`src/rtl/demux_2b.sv`:
```
// demux_2b: 1-to-2 four-phase handshake demux; routes req_in to req_out[sel], relays ack back upstream.
// Latency: 1 cycle per handshake edge, or 1+SYNC_STAGES cycles when DEMUX_SYNC_EN is defined.
// Backpressure: a transaction holds its channel until the 4-phase cycle completes; new requests only from IDLE.
module demux_2b #(
    parameter int SYNC_STAGES = 2,  // 2..4, used only when DEMUX_SYNC_EN is defined
    parameter int TIMEOUT     = 0   // cycles in REQ before err sets; 0 disables the watchdog
) (
    input  logic       clk,
    input  logic       rst_n,
    input  logic       req_in,
    input  logic       sel,
    output logic       ack_in,
    output logic [1:0] req_out,
    input  logic [1:0] ack_out,
    output logic       busy,
    output logic       err
);

    typedef enum logic [1:0] {
        S_IDLE = 2'd0,
        S_REQ  = 2'd1,
        S_ACK  = 2'd2,
        S_RTZ  = 2'd3
    } state_t;

    logic       r_req;
    logic [1:0] r_ack;

`ifdef DEMUX_SYNC_EN
    logic [SYNC_STAGES-1:0]      req_sync_q, req_sync_d;
    logic [SYNC_STAGES-1:0][1:0] ack_sync_q, ack_sync_d;

    // Shift raw inputs one stage deeper into the synchronizer chains each cycle.
    always_comb begin
        req_sync_d = {req_sync_q[SYNC_STAGES-2:0], req_in};
        ack_sync_d = {ack_sync_q[SYNC_STAGES-2:0], ack_out};
    end

    // Synchronizer flops; cleared on reset so a stale request cannot leak through.
    always_ff @(posedge clk or negedge rst_n) begin
        if (!rst_n) begin
            req_sync_q <= '0;
            ack_sync_q <= '0;
        end else begin
            req_sync_q <= req_sync_d;
            ack_sync_q <= ack_sync_d;
        end
    end

    // FSM sees only the last stage of each chain.
    always_comb begin
        r_req = req_sync_q[SYNC_STAGES-1];
        r_ack = ack_sync_q[SYNC_STAGES-1];
    end
`else
    // Environment is synchronous to clk, so inputs feed the FSM directly.
    always_comb begin
        r_req = req_in;
        r_ack = ack_out;
    end
`endif

    state_t     state_q, state_d;
    logic       k_q, k_d;
    logic       ack_in_q, ack_in_d;
    logic [1:0] req_out_q, req_out_d;

    // Handshake FSM: the channel k latched at IDLE exit owns the whole transaction,
    // so later sel changes and the other channel's ack are never looked at.
    always_comb begin
        state_d   = state_q;
        k_d       = k_q;
        ack_in_d  = ack_in_q;
        req_out_d = req_out_q;
        case (state_q)
            S_IDLE: begin
                if (r_req) begin
                    k_d       = sel;
                    req_out_d = sel ? 2'b10 : 2'b01;
                    state_d   = S_REQ;
                end
            end
            S_REQ: begin
                if (r_ack[k_q]) begin
                    ack_in_d = 1'b1;
                    state_d  = S_ACK;
                end
            end
            S_ACK: begin
                if (!r_req) begin
                    req_out_d = 2'b00;
                    state_d   = S_RTZ;
                end
            end
            S_RTZ: begin
                if (!r_ack[k_q]) begin
                    ack_in_d = 1'b0;
                    state_d  = S_IDLE;
                end
            end
            default: begin
                state_d   = S_IDLE;
                ack_in_d  = 1'b0;
                req_out_d = 2'b00;
            end
        endcase
    end

    // FSM and registered handshake outputs; reset abandons any partial handshake.
    always_ff @(posedge clk or negedge rst_n) begin
        if (!rst_n) begin
            state_q   <= S_IDLE;
            k_q       <= 1'b0;
            ack_in_q  <= 1'b0;
            req_out_q <= 2'b00;
        end else begin
            state_q   <= state_d;
            k_q       <= k_d;
            ack_in_q  <= ack_in_d;
            req_out_q <= req_out_d;
        end
    end

    assign ack_in  = ack_in_q;
    assign req_out = req_out_q;
    assign busy    = (state_q != S_IDLE);

    generate
        if (TIMEOUT > 0) begin : g_wdog
            localparam int            CW   = $clog2(TIMEOUT + 1);
            localparam logic [CW-1:0] TMAX = CW'(TIMEOUT);

            logic [CW-1:0] cnt_q, cnt_d;
            logic          err_q, err_d;

            // Count cycles spent waiting in REQ; saturate at TMAX and latch err sticky.
            always_comb begin
                cnt_d = cnt_q;
                err_d = err_q;
                if (state_q == S_IDLE && r_req) begin
                    cnt_d = '0;
                end else if (state_q == S_REQ) begin
                    if (cnt_q != TMAX) begin
                        cnt_d = cnt_q + 1'b1;
                    end
                    if (cnt_d == TMAX) begin
                        err_d = 1'b1;
                    end
                end
            end

            // Watchdog state; only reset clears err.
            always_ff @(posedge clk or negedge rst_n) begin
                if (!rst_n) begin
                    cnt_q <= '0;
                    err_q <= 1'b0;
                end else begin
                    cnt_q <= cnt_d;
                    err_q <= err_d;
                end
            end

            assign err = err_q;
        end else begin : g_no_wdog
            assign err = 1'b0;
        end
    endgenerate

endmodule
```
`config.mk`:
```
export PLATFORM = sky130hd
export DESIGN_NAME = demux_2b
export DESIGN_NICKNAME = d
export VERILOG_FILES = /design/src/rtl/demux_2b.sv
export SDC_FILE = /design/constraint.sdc
export NUM_CORES = 1
export LEC_CHECK = 0
export CAP_MARGIN = 15
export CORE_AREA = 4 4 41 43
export CTS_BUF_LIST = sky130_fd_sc_hd__clkbuf_4 sky130_fd_sc_hd__clkbuf_8
export CTS_CLUSTER_DIAMETER = 150
export DETAILED_ROUTE_END_ITERATION = 10
export DIE_AREA = 0 0 45 47
export PLACE_DENSITY = 0.51
export SLEW_MARGIN = 0
export SYNTH_ARGS = -nofsm -noshare
export SYNTH_HDL_FRONTEND = slang
export SYNTH_SLANG_ARGS = --single-unit
```
`constraint.sdc`:
```
create_clock -name clk -period 1.6 [get_ports clk]
set_input_delay 0.16 -clock clk [delete_from_list [all_inputs] [get_ports clk]]
set_output_delay 0.16 -clock clk [all_outputs]
set_load 0.02 [all_outputs]
```
# Word level (Yosys, flattened, before mapping)
# Index checks and enable logic that the tools add are counted.
[op_classes]
n_lt_le_gt_ge = 1
n_eq_ne = 7
mux = 14
reduce_logical = 8
[ops]
columns = ["operator", "count"]
rows = [
  ["2-bit 2-to-1 mux", 7],
  ["2-bit != test, second input constant", 4],
  ["2-bit case mux with 4 select lines", 1],
  ["3-bit AND reduction", 2],
  ["2-bit nonzero test", 3],
  ["2-bit == test, second input constant", 2],
  ["1-bit 2-to-1 mux", 4],
  ["2-bit case mux with 2 select lines", 1],
  ["4-bit AND reduction", 1],
  ["2-bit by 1-bit == test with 1-bit output, second input constant", 1],
  ["2-bit logical NOT", 1],
  ["1-bit by 2-bit less-than comparator with 1-bit output, second input constant", 1],
  ["1-bit case mux with 2 select lines", 1],
  ["2-bit AND reduction", 1],
]
[word_totals]
reg_bits = 6
in_bits = 6
output_inout_bits = 5
wordCells = 34

# Depth between registers and ports, before layout
# Gate-level depths: netlist of run 1.
[logic_depth]
word_depth = 4
depth_mapped = 6
mapped_depth_nobuf = 6

# Worst setup path before layout of run 1
# OpenSTA, ideal clock, no wires.
[synth_path]
path_kind = "register to register"
startpoint = "reg state_q[0]"
endpoint = "reg state_q[1]"
setup_time_ns = 0.128
t_arrival_ns = 1.312
required_ns = 1.472
setup_slack_ns = 0.160
stages_incl_launch_ff = 6
path_buffers = 0
period_less_slack_ns = 1.440
path_cell_list = "dfrtp_1 -> inv_1 -> ha_1 -> nor2b_1 -> o21ai_1 -> mux2_1"
[synth_between]
elab_chain_cells = 3
elab_cells_between_ends = 10
cone_classes = "eq/ne: 7; mux: 1; reduce/logical: 2"
[synth_lines]
columns = ["element", "line_no", "rtl"]
rows = [
  ["from (decl)", "63", "state_t state_q, state_d;"],
  ["from (signal assigned)", "117", "state_q <= state_d;"],
  ["2-bit == test, or another cell as far along", "75", "case (state_q)"],
  ["2-bit != test (no source line)", "-", ""],
  ["4-bit AND reduction (no source line)", "-", ""],
]
# Several ways; a longest one is shown, not always the timed one.
# A chain may end at the register's enable or synchronous reset.

# Final worst setup path of run 1
[layout_path]
startpoint = "reg k_q"
endpoint = "reg state_q[1]"
[layout_between]
elab_chain_cells = 4
elab_cells_between_ends = 5
cone_classes = "eq/ne: 2; mux: 2; reduce/logical: 1"
[layout_lines]
columns = ["element", "line_no", "rtl"]
rows = [
  ["from (decl)", "64", "logic k_q, k_d;"],
  ["from (signal assigned)", "118", "k_q <= k_d;"],
  ["1-bit 2-to-1 mux (not written as such) (*) (2 in series)", "84, 96", ""],
  ["2-bit != test (no source line)", "-", ""],
  ["4-bit AND reduction (no source line) (*)", "-", ""],
]
# Mark *: on every way between the ends. The rest lies on a longest branch, timed or not. The select of a mux whose other input is x is not followed.

==> impl_metrics.csv, run 1 <==
group,metric,value,unit
status,outcome,"finished, final reports clean",
die,die-width,45,µm
sta,final-hold-violation-count,0,
grt,grtUsageTotal,0.09754,
routing,first_pass_iters,2,
cells_and_area,diodes,0,
sta,maxSlewViolCount,0,
clocking,cts.hold.buffers_added,0,
cells_and_area,nFillCells,140,
clocking,htree_num_levels,1,
synth,synth_fa_ha_area_frac,0.1650,
routing,vias_per_cell,4.507,
synth,synth_xor_area_frac,0,
cells_and_area,post-route-util,0.4058,
clocking,cts_buffer_depth,2,
clocking,cts_sinks,6,
cells_and_area,fin_nets,67,
sta,rsz0062_at_grt,"false",
routing,avgRoutedWirePerCell,11.07,µm
synth,synth_warnings,0,
placed_design,portBuffers,9,
clocking,cts_root_buffer,"clkbuf_4",
synth,synth_cell_type_count,17,
pwr,powerDensity,1825,mW/mm²
worst_setup_path,arrival,1640,ps
cells_and_area,area_delta_synth_final,39.27,%
die,num_io_pins,11,
grt,first_global_vias,354,
synth,avgSynthCellArea,9.478,µm²
worst_setup_path,required,1730,ps
worst_setup_path,endpoint_kind,"register",
placed_design,dp_hpwl,588.6,µm
routing,ant_nets,0,
synth,seq_area_frac_synth,0.3960,
grt,grt_max_degree,7,
clocking,cts_tree,"yes",
sta,max_clock_freq,0.6615,GHz
routing,drt_first_iter_violations,3,
cells_and_area,drive_above_1_share,0.1481,
synth,synth_fp_nets,51,
sta,postLayoutSetupSlackWorst,88.28,ps
synth,synth_compound_area_frac,0.1452,
routing,drcViolationCount,0,
sta,setup_tns,0,ps
worst_setup_path,cp-start-kind,"register",
grt,grt_pass1_wl,1386,µm
pwr,ir_drop,602.9,µV
synth,synth_simple_gate_area_frac,0.1221,
synth,synth_top_family_by_area,"adder cells",
placed_design,gp_congestion,0.7714,
die,die_y,47,µm
routing,vias,311,
min_path,hold_class,"in -> async",
synth,ys_ff_latch,6,
grt,grt_overflow,0,
routing,drt_wl_total,764,µm
clocking,clk_latency,250,ps
sta,min_period_over_period,0.9448,
sta,finalSetupViolCount,0,
die,die-area,0.002115,mm²
sta,min_period,1512,ps
pwr,p_leak,0.2495,nW
flow_run,cap_viol_max_count,0,
sta,hold_slack,166.5,ps
worst_setup_path,path_class,"reg -> reg",
worst_setup_path,crit_fanout,3,
sta,skew,5.543,ps
synth,syn_inst,40,
clocking,numCtsBuffers,3,
clocking,cts_setup_buffers,0,
grt,antenna_found_initial,0,
synth,synth_mux_area_frac,0.1122,
die,initial_core_util,0.2913,
placed_design,pre_cts_ws,-51.16,ps
clocking,path_clk_slew,50,ps
die,rows,13,
synth,synthesis.area,379.1,µm²
die,core-area,0.001301,mm²
-- through the flow --
step	power, W	area (µm²)	std cells
floorplan	0.0006247	379.1	40
global placement	0.0008259	503.0	66
detailed placement	0.0008250	503.0	66
CTS	0.0009720	524.3	69
global route	0.001070	528.0	69
finish	0.0009638	528.0	69
-- critical path: stages (launching register included) --
cell and delay, ps:
dfrtp_1 350, mux2i_1 320, mux2i_2 300, o21ai_1 110
mux2_1 310
-- final timing paths --
kind	start	endpoint	slack [ps]	depth (start not counted)
setup / recovery	k_q	state_q[1]	90	4
hold / removal	rst_n	req_out[1]	170	1
setup reg to reg	k_q	state_q[1]	90	4
hold reg to reg	k_q	k_q	530	1
max in group asynchronous	rst_n	state_q[0]	1190	1
min in group clk	k_q	k_q	530	1
-- placed cells by master (no fill, tap or decap), types with 2 or more instances in the layout --
cell | netlist | routed
nor2_1 | 7 | 7
buf_4 | 1 | 3
clkbuf_4 | 0 | 3
clkdlybuf4s50_1 | 0 | 8
inv_1 | 3 | 3
dfrtp_1 | 6 | 6
nand2_1 | 2 | 2
ha_1 | 5 | 5
a21oi_1 | 5 | 5
-- where the power goes --
group | internal [W] | total [W] | switching (W) | leakage [nW]
clock network | 0.0000853 | 0.000146 | 0.0000611 | 0.0138
logic | 0.000270 | 0.000545 | 0.000276 | 0.160
registers | 0.000219 | 0.000272 | 0.0000527 | 0.0754
total | 0.000574 | 0.000964 | 0.000390 | 0.249
-- cell type report --
cell class | count | area [µm²] | share of cell area
clock buffer | 3 | 22.52 | 0.04265
inverter | 3 | 11.26 | 0.02133
timing repair buffer | 12 | 111.4 | 0.2109
sequential | 6 | 150.1 | 0.2844
multi-input combinational | 30 | 214.0 | 0.4052
tap | 15 | 18.77 | 0.03555
-- synth_stat cells, drive strengths merged --
master  n  area (µm²)
a21o    1       7.510
a21oi   5       25.02
a311oi  1       8.760
buf     1       7.510
conb    1       3.750
dfrtp   6       150.1
ha      5       62.56
inv     3       11.26
mux2    2       22.52
mux2i   2       20.02
nand2   2       7.510
nand2b  1       6.260
nor2    7       26.28
nor2b   1       6.260
o21ai   1       5.000
o32ai   1       8.760
-- cells by family after synthesis --
kind of cell    Yosys count
flops                     6
compound gates            9
mux                       4
buf+inv                   4
other cells               1
fa+ha+maj                 5
simple gates             11
-- sequential cells by signal, summed over array words and instances (netlist names) --
signal and flops:
ack_in 1, k_q 1, req_out 2, state_q 2
-- repair_timing --
action,in CTS,in global routing
pin swaps,0,0
resized for setup,1,1
cloned,0,0
setup endpoints to repair,1,1
-- layer usage --
layer,track usage,part of all wire,vias to the layer above
met2,0.1667,0.48,6
met4,0.07018,0.010,0
met5,0,0,-
met1,0.08276,0.44,143
met3,0.06130,0.076,2
li1,-,-,160
Note: power is estimated with default switching activity, not from simulation.
==> run 2, diff against run 1 <==
--- a/config.mk
+++ b/config.mk
@@ -8,7 +8,6 @@
 export CAP_MARGIN = 15
 export CORE_AREA = 4 4 41 43
 export CTS_BUF_LIST = sky130_fd_sc_hd__clkbuf_4 sky130_fd_sc_hd__clkbuf_8
-export CTS_CLUSTER_DIAMETER = 150
 export DETAILED_ROUTE_END_ITERATION = 10
 export DIE_AREA = 0 0 45 47
 export PLACE_DENSITY = 0.51
==> constraint.sdc (replaced) <==
create_clock -name clk -period 1.6 [get_ports clk]
set_input_delay 0.32 -clock clk [delete_from_list [all_inputs] [get_ports clk]]
set_output_delay 0.32 -clock clk [all_outputs]
set_load 0.02 [all_outputs]
==> impl_metrics.csv, run 2 (synthesized netlist as in run 1, its figures left out) <==
group,metric,value,unit
cells_and_area,stdcell_area,568.0,µm²
grt,grtUsageTotal,0.08896,
status,outcome,"finished, final reports clean",
die,die-area,0.002115,mm²
die,num_io_pins,11,
worst_setup_path,required,1280,ps
clocking,cts_tree,"yes",
clocking,path_clk_slew,50,ps
worst_setup_path,max_stage_delay,610,ps
placed_design,gp_congestion,0.7320,
worst_setup_path,arrival,1220,ps
routing,avgRoutedWirePerCell,10.33,µm
flow_run,cap_viol_max_count,0,
routing,first_pass_iters,4,
die,core-area,0.001301,mm²
clocking,cts_buffer_depth,2,
grt,grt_pass1_wl,1262,µm
clocking,clk_latency,250,ps
placed_design,portBuffers,9,
routing,vias,329,
sta,finalSetupViolCount,0,
worst_setup_path,cp-start-kind,"register",
worst_setup_path,cpMaxStageDelayCell,"clkdlybuf4s50_1",
worst_setup_path,path_cells,"clkdlybuf4s50_1",
pwr,p_leak,0.2751,nW
placed_design,place_area,533.0,µm²
clocking,numCtsBuffers,3,
grt,grt_max_degree,7,
sta,final-hold-violation-count,0,
sta,rsz0062_at_grt,"false",
sta,max_clock_freq,0.6502,GHz
clocking,cts_sinks,6,
die,initial_core_util,0.2913,
routing,ant_nets,0,
pwr,power,0.001045,W
min_path,hold_class,"in -> async",
worst_setup_path,crit_fanout,3,
die,rows,13,
pwr,ir_drop,774.8,µV
sta,hold_slack,329.0,ps
cells_and_area,area_delta_synth_final,49.83,%
clocking,cts_root_buffer,"clkbuf_4",
worst_setup_path,cp_top_family,"buffers and inverters",
routing,drt_first_iter_violations,5,
sta,min_period,1538,ps
worst_setup_path,critPathBufInv,1,
cells_and_area,final_cell_mix,"nor2_1, clkdlybuf4s50_1, buf_4",
grt,grt_overflow,0,
worst_setup_path,path_class,"reg -> out",
cells_and_area,drive_above_1_share,0.2414,
die,die-width,45,µm
grt,first_global_vias,315,
sta,maxSlewViolCount,0,
die,die_y,47,µm
grt,antenna_found_initial,0,
routing,drcViolationCount,0,
cells_and_area,fin_nets,71,
clocking,cts.hold.buffers_added,0,
pwr,powerDensity,1840,mW/mm²
worst_setup_path,endpoint_kind,"primary output",
sta,min_period_over_period,0.9613,
clocking,htree_num_levels,1,
clocking,cts_setup_buffers,0,
routing,drt_wl_total,754,µm
routing,vias_per_cell,4.507,
sta,skew,6.084,ps
cells_and_area,diodes,0,
[run 2: changes by cell type in the layout (fill, tap and decap cells not counted), sizes merged]
| cell | before | now |
|---|---|---|
| clkdlybuf4s15 | 0 | 1 |
| buf | 3 | 7 |
| dlygate4sd2 | 1 | 0 |
| clkdlybuf4s50 | 8 | 7 |
| dlymetal6s2s | 0 | 1 |
[run 2: final timing paths]
check	startpoint	cells after the start	slack, ps	end
hold / removal	rst_n	1	330	k_q
max in group asynchronous	rst_n	1	1030	state_q[1]
setup / recovery	req_out[1]	1	60	req_out[1]
hold reg to reg	ack_in	2	540	ack_in
min in group clk	ack_in	2	540	ack_in
setup reg to reg	state_q[0]	5	120	state_q[1]
[run 2: metrics by stage]
stage / setup WS (ps) / utilization / std cells / setup TNS (ps)
3_5_place_dp: -186.8 / 0.4096 / 70 / -186.8
5_1_grt: 8.930 / 0.4365 / 73 / 0
6_report: 61.90 / 0.4365 / 73 / 0
4_1_cts: 44.52 / 0.4260 / 73 / 0
2_1_floorplan: 160.1 / - / 40 / 0
3_3_place_gp: -178.9 / 0.4096 / 70 / -178.9
[run 2: routing by layer]
metal  vias up  wire, µm  GRT usage
li1        168         -          -
met1       149       342    0.08776
met2        10       332     0.1384
met3         2        70    0.06130
met4         0         8    0.05263
met5         -         0          0
[run 2: worst reg2reg max path: stages (launching register included)]
cell	delay (ps)
dfrtp_1	370
buf_4	140
ha_1	230
mux2i_2	200
o21ai_1	110
mux2_1	310
[run 2: cell type report]
cell class,count,area [µm²]
clock buffers,3,22.52
fillers,140,733.2
inverters,3,11.26
multi-input cells,30,220.2
flip-flops and latches,6,150.1
well taps,15,18.77
repair buffers,16,145.1
[run 2: repair_timing]
action	in CTS	in global routing
endpoints found under the setup margin	1	3
resized for setup	1	5
pin swaps	0	0
[run 2: power by group]
part           internal [W]  switching, W  leakage, nW
Sequential         0.000219     0.0000411       0.0754
Combinational      0.000340      0.000304        0.186
Clock             0.0000849     0.0000556       0.0138
